`src/rtl/upsample_ub_pkg.sv`:
```
// Shared types and helpers for the nearest-neighbour upsampling row buffer.
// Also defines the pixel-type macro used by the buffer top level.
package upsample_ub_pkg;

  typedef logic bank_sel_t;

  // Counter width for a range of n values, never narrower than one bit.
  function automatic int clog2_min1(input int n);
    return (n <= 2) ? 1 : $clog2(n);
  endfunction

endpackage

`ifndef UPSAMPLE_UB_PIX_T
`define UPSAMPLE_UB_PIX_T(dw, nch) logic [(dw)*(nch)-1:0]
`endif

```
`src/rtl/upsample_ub_row_bank.sv`:
```
// One row of pixel storage: synchronous write port, asynchronous read port.
// Contents are not reset; the owner tracks validity with its full bit.
module upsample_ub_row_bank #(
  parameter int DEPTH = 64,
  parameter int AW    = 6,
  parameter int W     = 16
) (
  input  logic          clk,
  input  logic          we,
  input  logic [AW-1:0] waddr,
  input  logic [W-1:0]  wdata,
  input  logic [AW-1:0] raddr,
  output logic [W-1:0]  rdata
);

  logic [W-1:0] mem [DEPTH];

  always_ff @(posedge clk) begin
    if (we) mem[waddr] <= wdata;
  end

  assign rdata = mem[raddr];

endmodule

```
`src/rtl/upsample_rowbuf_ub.sv`:
```
// Nearest-neighbour upsampling buffer with two ping-pong row banks.
// Define UPSAMPLE_UB_FRAME_LAST_EN to add row counters and the out_last port.
module upsample_rowbuf_ub
  import upsample_ub_pkg::*;
#(
  parameter int DATA_W = 16,
  parameter int NCH    = 1,
  parameter int IMG_W  = 64,
  parameter int IMG_H  = 64,
  parameter int UP_X   = 2,
  parameter int UP_Y   = 2
) (
  input  logic                  clk,
  input  logic                  rst_n,
  input  logic                  flush,
  input  logic                  in_valid,
  output logic                  in_ready,
  input  logic [DATA_W*NCH-1:0] in_data,
  output logic                  out_valid,
  input  logic                  out_ready,
  output logic [DATA_W*NCH-1:0] out_data
`ifdef UPSAMPLE_UB_FRAME_LAST_EN
  ,
  output logic                  out_last
`endif
);

  // Valid/ready on both sides: a pixel transfers on a rising edge where valid
  // and ready are both high; neither ready depends on the matching valid.

  localparam int PW  = DATA_W * NCH;
  localparam int CW  = clog2_min1(IMG_W);
  localparam int SXW = clog2_min1(UP_X);
  localparam int SYW = clog2_min1(UP_Y);

  localparam logic [CW-1:0]  COL_LAST = CW'(IMG_W - 1);
  localparam logic [SXW-1:0] SX_LAST  = SXW'(UP_X - 1);
  localparam logic [SYW-1:0] SY_LAST  = SYW'(UP_Y - 1);

  typedef `UPSAMPLE_UB_PIX_T(DATA_W, NCH) pix_t;

  logic [1:0]     full, full_nxt;
  bank_sel_t      wr_sel, rd_sel;
  logic [CW-1:0]  wr_col, rd_col;
  logic [SXW-1:0] sx;
  logic [SYW-1:0] sy;
  logic           in_fire, out_fire;
  logic           wr_row_end, sx_end, col_end, sy_end, rd_row_end;
  pix_t           rdata0, rdata1;

  assign in_ready   = !full[wr_sel];
  assign out_valid  = full[rd_sel];
  assign in_fire    = in_valid & in_ready;
  assign out_fire   = out_valid & out_ready;
  assign wr_row_end = (wr_col == COL_LAST);
  assign sx_end     = (sx == SX_LAST);
  assign col_end    = (rd_col == COL_LAST);
  assign sy_end     = (sy == SY_LAST);
  assign rd_row_end = sx_end & col_end & sy_end;

  upsample_ub_row_bank #(.DEPTH(IMG_W), .AW(CW), .W(PW)) u_bank0 (
    .clk   (clk),
    .we    (in_fire & (wr_sel == 1'b0)),
    .waddr (wr_col),
    .wdata (in_data),
    .raddr (rd_col),
    .rdata (rdata0)
  );

  upsample_ub_row_bank #(.DEPTH(IMG_W), .AW(CW), .W(PW)) u_bank1 (
    .clk   (clk),
    .we    (in_fire & (wr_sel == 1'b1)),
    .waddr (wr_col),
    .wdata (in_data),
    .raddr (rd_col),
    .rdata (rdata1)
  );

  assign out_data = rd_sel ? rdata1 : rdata0;

  // Writer and reader always own different banks, so both updates can apply.
  always_comb begin
    full_nxt = full;
    if (in_fire && wr_row_end) full_nxt[wr_sel] = 1'b1;
    if (out_fire && rd_row_end) full_nxt[rd_sel] = 1'b0;
  end

  always_ff @(posedge clk or negedge rst_n) begin
    if (!rst_n) begin
      full   <= 2'b00;
      wr_sel <= 1'b0;
      rd_sel <= 1'b0;
      wr_col <= '0;
      rd_col <= '0;
      sx     <= '0;
      sy     <= '0;
    end else if (flush) begin
      full   <= 2'b00;
      wr_sel <= 1'b0;
      rd_sel <= 1'b0;
      wr_col <= '0;
      rd_col <= '0;
      sx     <= '0;
      sy     <= '0;
    end else begin
      full <= full_nxt;
      if (in_fire) begin
        if (wr_row_end) begin
          wr_col <= '0;
          wr_sel <= ~wr_sel;
        end else begin
          wr_col <= wr_col + 1'b1;
        end
      end
      // Repeat nest, innermost first: pixel repeat, column, row repeat.
      if (out_fire) begin
        if (sx_end) begin
          sx <= '0;
          if (col_end) begin
            rd_col <= '0;
            if (sy_end) begin
              sy     <= '0;
              rd_sel <= ~rd_sel;
            end else begin
              sy <= sy + 1'b1;
            end
          end else begin
            rd_col <= rd_col + 1'b1;
          end
        end else begin
          sx <= sx + 1'b1;
        end
      end
    end
  end

`ifdef UPSAMPLE_UB_FRAME_LAST_EN
  localparam int RW = clog2_min1(IMG_H);
  localparam logic [RW-1:0] ROW_LAST = RW'(IMG_H - 1);

  logic [RW-1:0] wr_row, rd_row;

  always_ff @(posedge clk or negedge rst_n) begin
    if (!rst_n) begin
      wr_row <= '0;
      rd_row <= '0;
    end else if (flush) begin
      wr_row <= '0;
      rd_row <= '0;
    end else begin
      if (in_fire && wr_row_end) wr_row <= (wr_row == ROW_LAST) ? '0 : wr_row + 1'b1;
      if (out_fire && rd_row_end) rd_row <= (rd_row == ROW_LAST) ? '0 : rd_row + 1'b1;
    end
  end

  assign out_last = out_valid & (rd_row == ROW_LAST) & rd_row_end;
`endif

endmodule

```
`config.mk`:
```
export PLATFORM = sky130hd
export DESIGN_NAME = upsample_rowbuf_ub
export DESIGN_NICKNAME = d
export VERILOG_FILES = /design/src/rtl/upsample_ub_pkg.sv /design/src/rtl/upsample_ub_row_bank.sv /design/src/rtl/upsample_rowbuf_ub.sv
export SDC_FILE = /design/constraint.sdc
export NUM_CORES = 2
export LEC_CHECK = 0
export CORE_UTILIZATION = 45
export CTS_CLUSTER_SIZE = 40
export DETAILED_ROUTE_END_ITERATION = 10
export SLEW_MARGIN = 15
export SYNTH_ARGS = -nofsm -noshare
export SYNTH_HDL_FRONTEND = slang
export SYNTH_SLANG_ARGS = --single-unit
```
`constraint.sdc`:
```
create_clock -name clk -period 4.3 [get_ports clk]
set_input_delay 0.645 -clock clk [delete_from_list [all_inputs] [get_ports clk]]
set_output_delay 0.645 -clock clk [all_outputs]
set_load 0.05 [all_outputs]
```
== Word-level counts from Yosys, hierarchy flattened ==
Memory sizes are Yosys's and may differ from the RTL's.
Cells that the tools add are included.
Operators by class
  add/sub/neg operators: 4
  order comparisons: 4
  eq/ne operators: 2
  muxes and demuxes: 39
  bitwise gates (word level): 11
  reductions and logical operators: 15
Operators by type and width (count)
  $mux W6: 7
  $mux W1: 26
  $mux W16: 1
  $add A6 B1 Y6 const B: 2
  $eq A6 B6 Y1 const B: 2
  $reduce_bool A2 Y1: 6
  $and A1 B1 Y1: 6
  $mux W2: 3
  $logic_and A1 B1 Y1: 4
  $lt A1 B2 Y1 const B: 2
  $reduce_and A2 Y1: 2
  $reduce_and A4 Y1: 1
  $reduce_and A3 Y1: 1
  $add A1 B1 Y1 const B: 2
  $and A2 B2 Y2: 1
  $demux W1 S1: 2
  $ge A1 B1 Y1 const B: 2
  $not A1 Y1: 2
  $not A2 Y2: 1
  $or A2 B2 Y2: 1
  $logic_not A1 Y1: 1
Storage, ports and cells
  bits in registers: 18
  bits in writable memories: 2048
  input port bits: 21
  memories kept: 2
Memories
  u_bank0.mem: depth 64, bits a word 16, read ports 1, clocked after memory_dff 0, write ports 1, line upsample_ub_row_bank.sv:16  | logic [W-1:0] mem [DEPTH];
  u_bank1.mem: depth 64, bits a word 16, read ports 1, clocked after memory_dff 0, write ports 1, line upsample_ub_row_bank.sv:16

== Depth between registers and ports, before layout ==
  word-level depth: 9
  mapped depth: 12

== By module ==
A second synthesis with hierarchy kept.
Unflattened totals
  cells, all modules: 3759
  area total of the unflattened synthesis: 80717.4 um2
Modules (own cells, without submodules)
  upsample_ub_row_bank: times used 2, cells each 1813, area an instance 39721.8 um2, seq. area each 30749.5 um2
  upsample_rowbuf_ub: times used 1, cells each 133, area an instance 1273.7 um2, seq. area each 450.4 um2

== Worst setup path after synthesis ==
OpenSTA, ideal clock, no wires.
  path type: reg-to-output
  from: reg rd_col[0]
  to: out out_data[9]
  arrival: 2.774 ns
  path slack: 0.881 ns
  stages on the path, launching flop included: 11
  path buffers: 5
  cell sequence: dfrtp_1 buf_6 buf_12 buf_8 buf_8 buf_12 mux2i_1 a221oi_1 o21ai_0 a221o_1 a31oi_1
Between the ends
  word-level cells in the longest chain between the ends: 2
  elaborated cells between the ends (all ways): 3
RTL lines
  start, declared: line upsample_rowbuf_ub.sv:44  | logic [CW-1:0] wr_col, rd_col;
  start signal, assigned: line upsample_rowbuf_ub.sv:128  | rd_col <= rd_col + 1'b1;
  $mem_v2 Z64 W16
  $mux W16 (*): line upsample_rowbuf_ub.sv:79  | assign out_data = rd_sel ? rdata1 : rdata0;
  end, declared: line upsample_rowbuf_ub.sv:21  | output logic [DATA_W*NCH-1:0] out_data
Every way passes the cells marked *; elsewhere a longest branch is shown, timed or not.

== Worst setup path in the final report ==
  from: reg rd_col[0]
  to: out out_data[12]
Same word-level chain as after synthesis.

==> results.md <==
- Starting Density: 45.5%
- Endpoints failing setup: 14
- Largest net degree at the start of global routing: 84
- Async S/R FF share, synth: 0.871%
- Max IR drop VDD: around 380 µV
- Endpoint type of the worst setup path: output pin
- Tcrit/Tclk final: 103%
- Flops & latches, synth: 2066
- Worst setup SP type: flip-flop
- Gate Count Post-Synth: 3990
- Worst setup margin: -148 ps
- Sequential share of the synthesized area: between 70% and 80%
- Maxcap violations: 0
- FF-to-FF setup slack: about 1400 ps
- R2R cell count: 4
- Clock Skew: 43.3 ps
- Final WL: approximately 230 mm
- Worst Setup Path Type: flip-flop to output pin
- Worst slew pin tran: 1120 ps
- CP Data Arrival Time: 3800 ps
- EDFF count, synth: 2048
- DR iter-0 viols: 5275
- Total Die Area: 183000 µm²
- RD Place Congestion: 0.857
- Die X: 428 µm
- CTS Buf Count: 206
- First-pass GRT wire length: 326 mm
- Worst-Skew Late Latency: 850 ps
- Synth Area per Inst: around 20 µm²
- Syn Nets: ~4000
- Core Util, Final: 53.8%
- GRT overflow: 0
- Post-route minimum period: 4450 ps
- Fin. max-slew vios: 0
- Average wire per standard cell: 33.1 µm
- CTS Hold Bufs: 0
- Hold Crit Depth: 1
- Cell with the most instances after synthesis: edfxtp_1
- Post-synth top area share: 75.5%
- Placed wire-length estimate: 137 mm
- Row count: 155
- P&R area growth vs syn: 18.2%
- Cell variety after synth: 69
- ANT nets after route: 0
- Yosys warning total: 0
- Primary FF master, synth: edfxtp_1
- Status: finished with violations
- PortBufs: 38
- R2R Path End: u_bank0.mem[0][11]
- Setup crit end: out_data[12]
- CTS Root Cell: clkbuf_16
- Max Freq: around 220 MHz
- Die Height: between 400 and 500 µm
- Initial antenna violation count: 7
- Vias/cell: 6.11
- Violated checks: setup timing
- Clock Sinks: between 2000 and 2500
- Setup TNS: -1220 ps
- Ports: 39
- CTS tree: done
- DRC: 0
- Yosys top cell by area: edfxtp_1
- Synth top cells by count: edfxtp_1, mux2i_1, mux4_2
- RSZ-0062 raised after global routing: true
- Rel. slew slack: approximately a quarter
- Clock Path Buffers: 3
- Core Footprint: 179000 µm²
- Worst min-delay path class: input pin to flip-flop
- Design area: 96300 µm²
- Pleak: 29.8 nW
- Power per cell area: 419 nW/µm²
- Cell Area, Placed: 86500 µm²
- Detailed Routing Iterations Pass 1: 7
- Critical path origin: rd_col[0]
- Via count: 42900
- GRT Util Overall: 25.5%
- Worst R2R Start: wr_col[2]
- WP data required: ~3700 ps
- H-tree levels: 4
- Post-Syn Area: 81500 µm²
- Crit-path max FO: 8
- Reg clk slew, reported paths: 60 ps
- Main area contributors after synthesis: edfxtp_1, mux4_2, mux2i_1
- NumNets Final: 4522
- Final hold violation count: 0
- Layout cells sized above 1: 28.6%
- Vias in the first global route: 42200
logic make-up after synthesis:
family	count (synthesis)	synth area share, %
flip-flops	2066	76.0
multiplexers	775	14.7
AO/OA/AOI/OAI	499	4.28
AND/OR/NAND/NOR	373	1.95
buffers and inverters	264	2.85
XOR/XNOR	11	0.118
adder cells (fa/ha/maj)	2	0.0307
worst min-delay path by stage:
stage                                     end        start
after floorplan                       full[0]        rst_n
after global placement                full[1]           sy
after detailed placement              full[1]           sy
after CTS                 u_bank1.mem[61][11]  in_data[11]
after global routing      u_bank1.mem[36][11]  in_data[11]
final                     u_bank1.mem[56][11]  in_data[11]
layout make-up:
cell class	count	area, µm²
inverter	7	40.0
clock buffer	260	5400
antenna	5	12.5
multi-input combinational	1660	18600
timing repair buffer	558	6210
tap	2355	2950
fill	13800	82900
clock inverter	120	1120
sequential	2066	62000
timing repair:
item | CTS | global route
buffers inserted | 68 | 43
gates cloned | 19 | 2
setup endpoints to repair | 16 | 16
pin swaps | 57 | 35
gates resized for setup | 306 | 79
state kept, by name, summed over array words and instances, names as in the netlist:
register,flops
rd_col,6
u_bank0.mem,1024
wr_sel,1
rd_sel,1
sy,1
wr_col,6
sx,1
full,2
u_bank1.mem,1024
routing by layer:
| metal | wire length, µm | track usage (%) |
|---|---|---|
| met4 | 6720 | 7.66 |
| met1 | 94600 | 35.7 |
| met5 | 0 | 0 |
| met3 | 19400 | 4.83 |
| met2 | 112000 | 40.8 |
power by group:
group	total, mW	switching (mW)	leakage, nW	internal (mW)
clock	17.4	7.61	3.17	9.81
combinational	0.733	0.577	7.99	0.155
sequential	22.2	0.0113	18.6	22.2
total	40.3	8.20	29.8	32.1
worst max-delay path, stage by stage, from the launching register on:
cell and delay, ps:
dfrtp_4 470, buf_12 160, buf_16 170, mux4_2 530, mux4_2 590, o22ai_4 220, a211o_1 210, o311ai_4 170
o31a_1 260, buf_12 200
through the flow:
step,power [mW],instances,hold slack (ps),setup WS (ps)
final,40.3,7031,289,-148
after CTS,40.6,6985,225,-223
after global routing,41.3,7029,259,-201
after floorplan,22.7,3990,349,881
after global placement,23.3,6521,497,-42.6
after detailed placement,23.3,6521,505,-15.6
cell usage in the layout (no fill, tap or decap), types with 20 or more instances in the layout:
master / netlist / layout
a221oi_2: 7 / 25
mux4_2: 231 / 241
clkinv_1: 1 / 55
clkinv_2: 0 / 31
o21ai_0: 55 / 21
o221ai_1: 26 / 23
a21oi_1: 91 / 70
o21ai_1: 16 / 32
buf_12: 21 / 79
buf_4: 10 / 396
mux4_1: 82 / 72
nand3_1: 24 / 20
a211oi_1: 39 / 22
a22oi_1: 75 / 64
nor2_1: 166 / 123
a31oi_1: 34 / 21
buf_16: 0 / 25
nand2_1: 120 / 108
buf_6: 19 / 28
o22ai_1: 40 / 35
clkbuf_16: 0 / 210
nor2_2: 0 / 38
mux2i_1: 439 / 427
edfxtp_1: 2048 / 2048
clkbuf_1: 79 / 52
a221oi_1: 58 / 32
No activity file was read; power rests on OpenSTA's default activity.
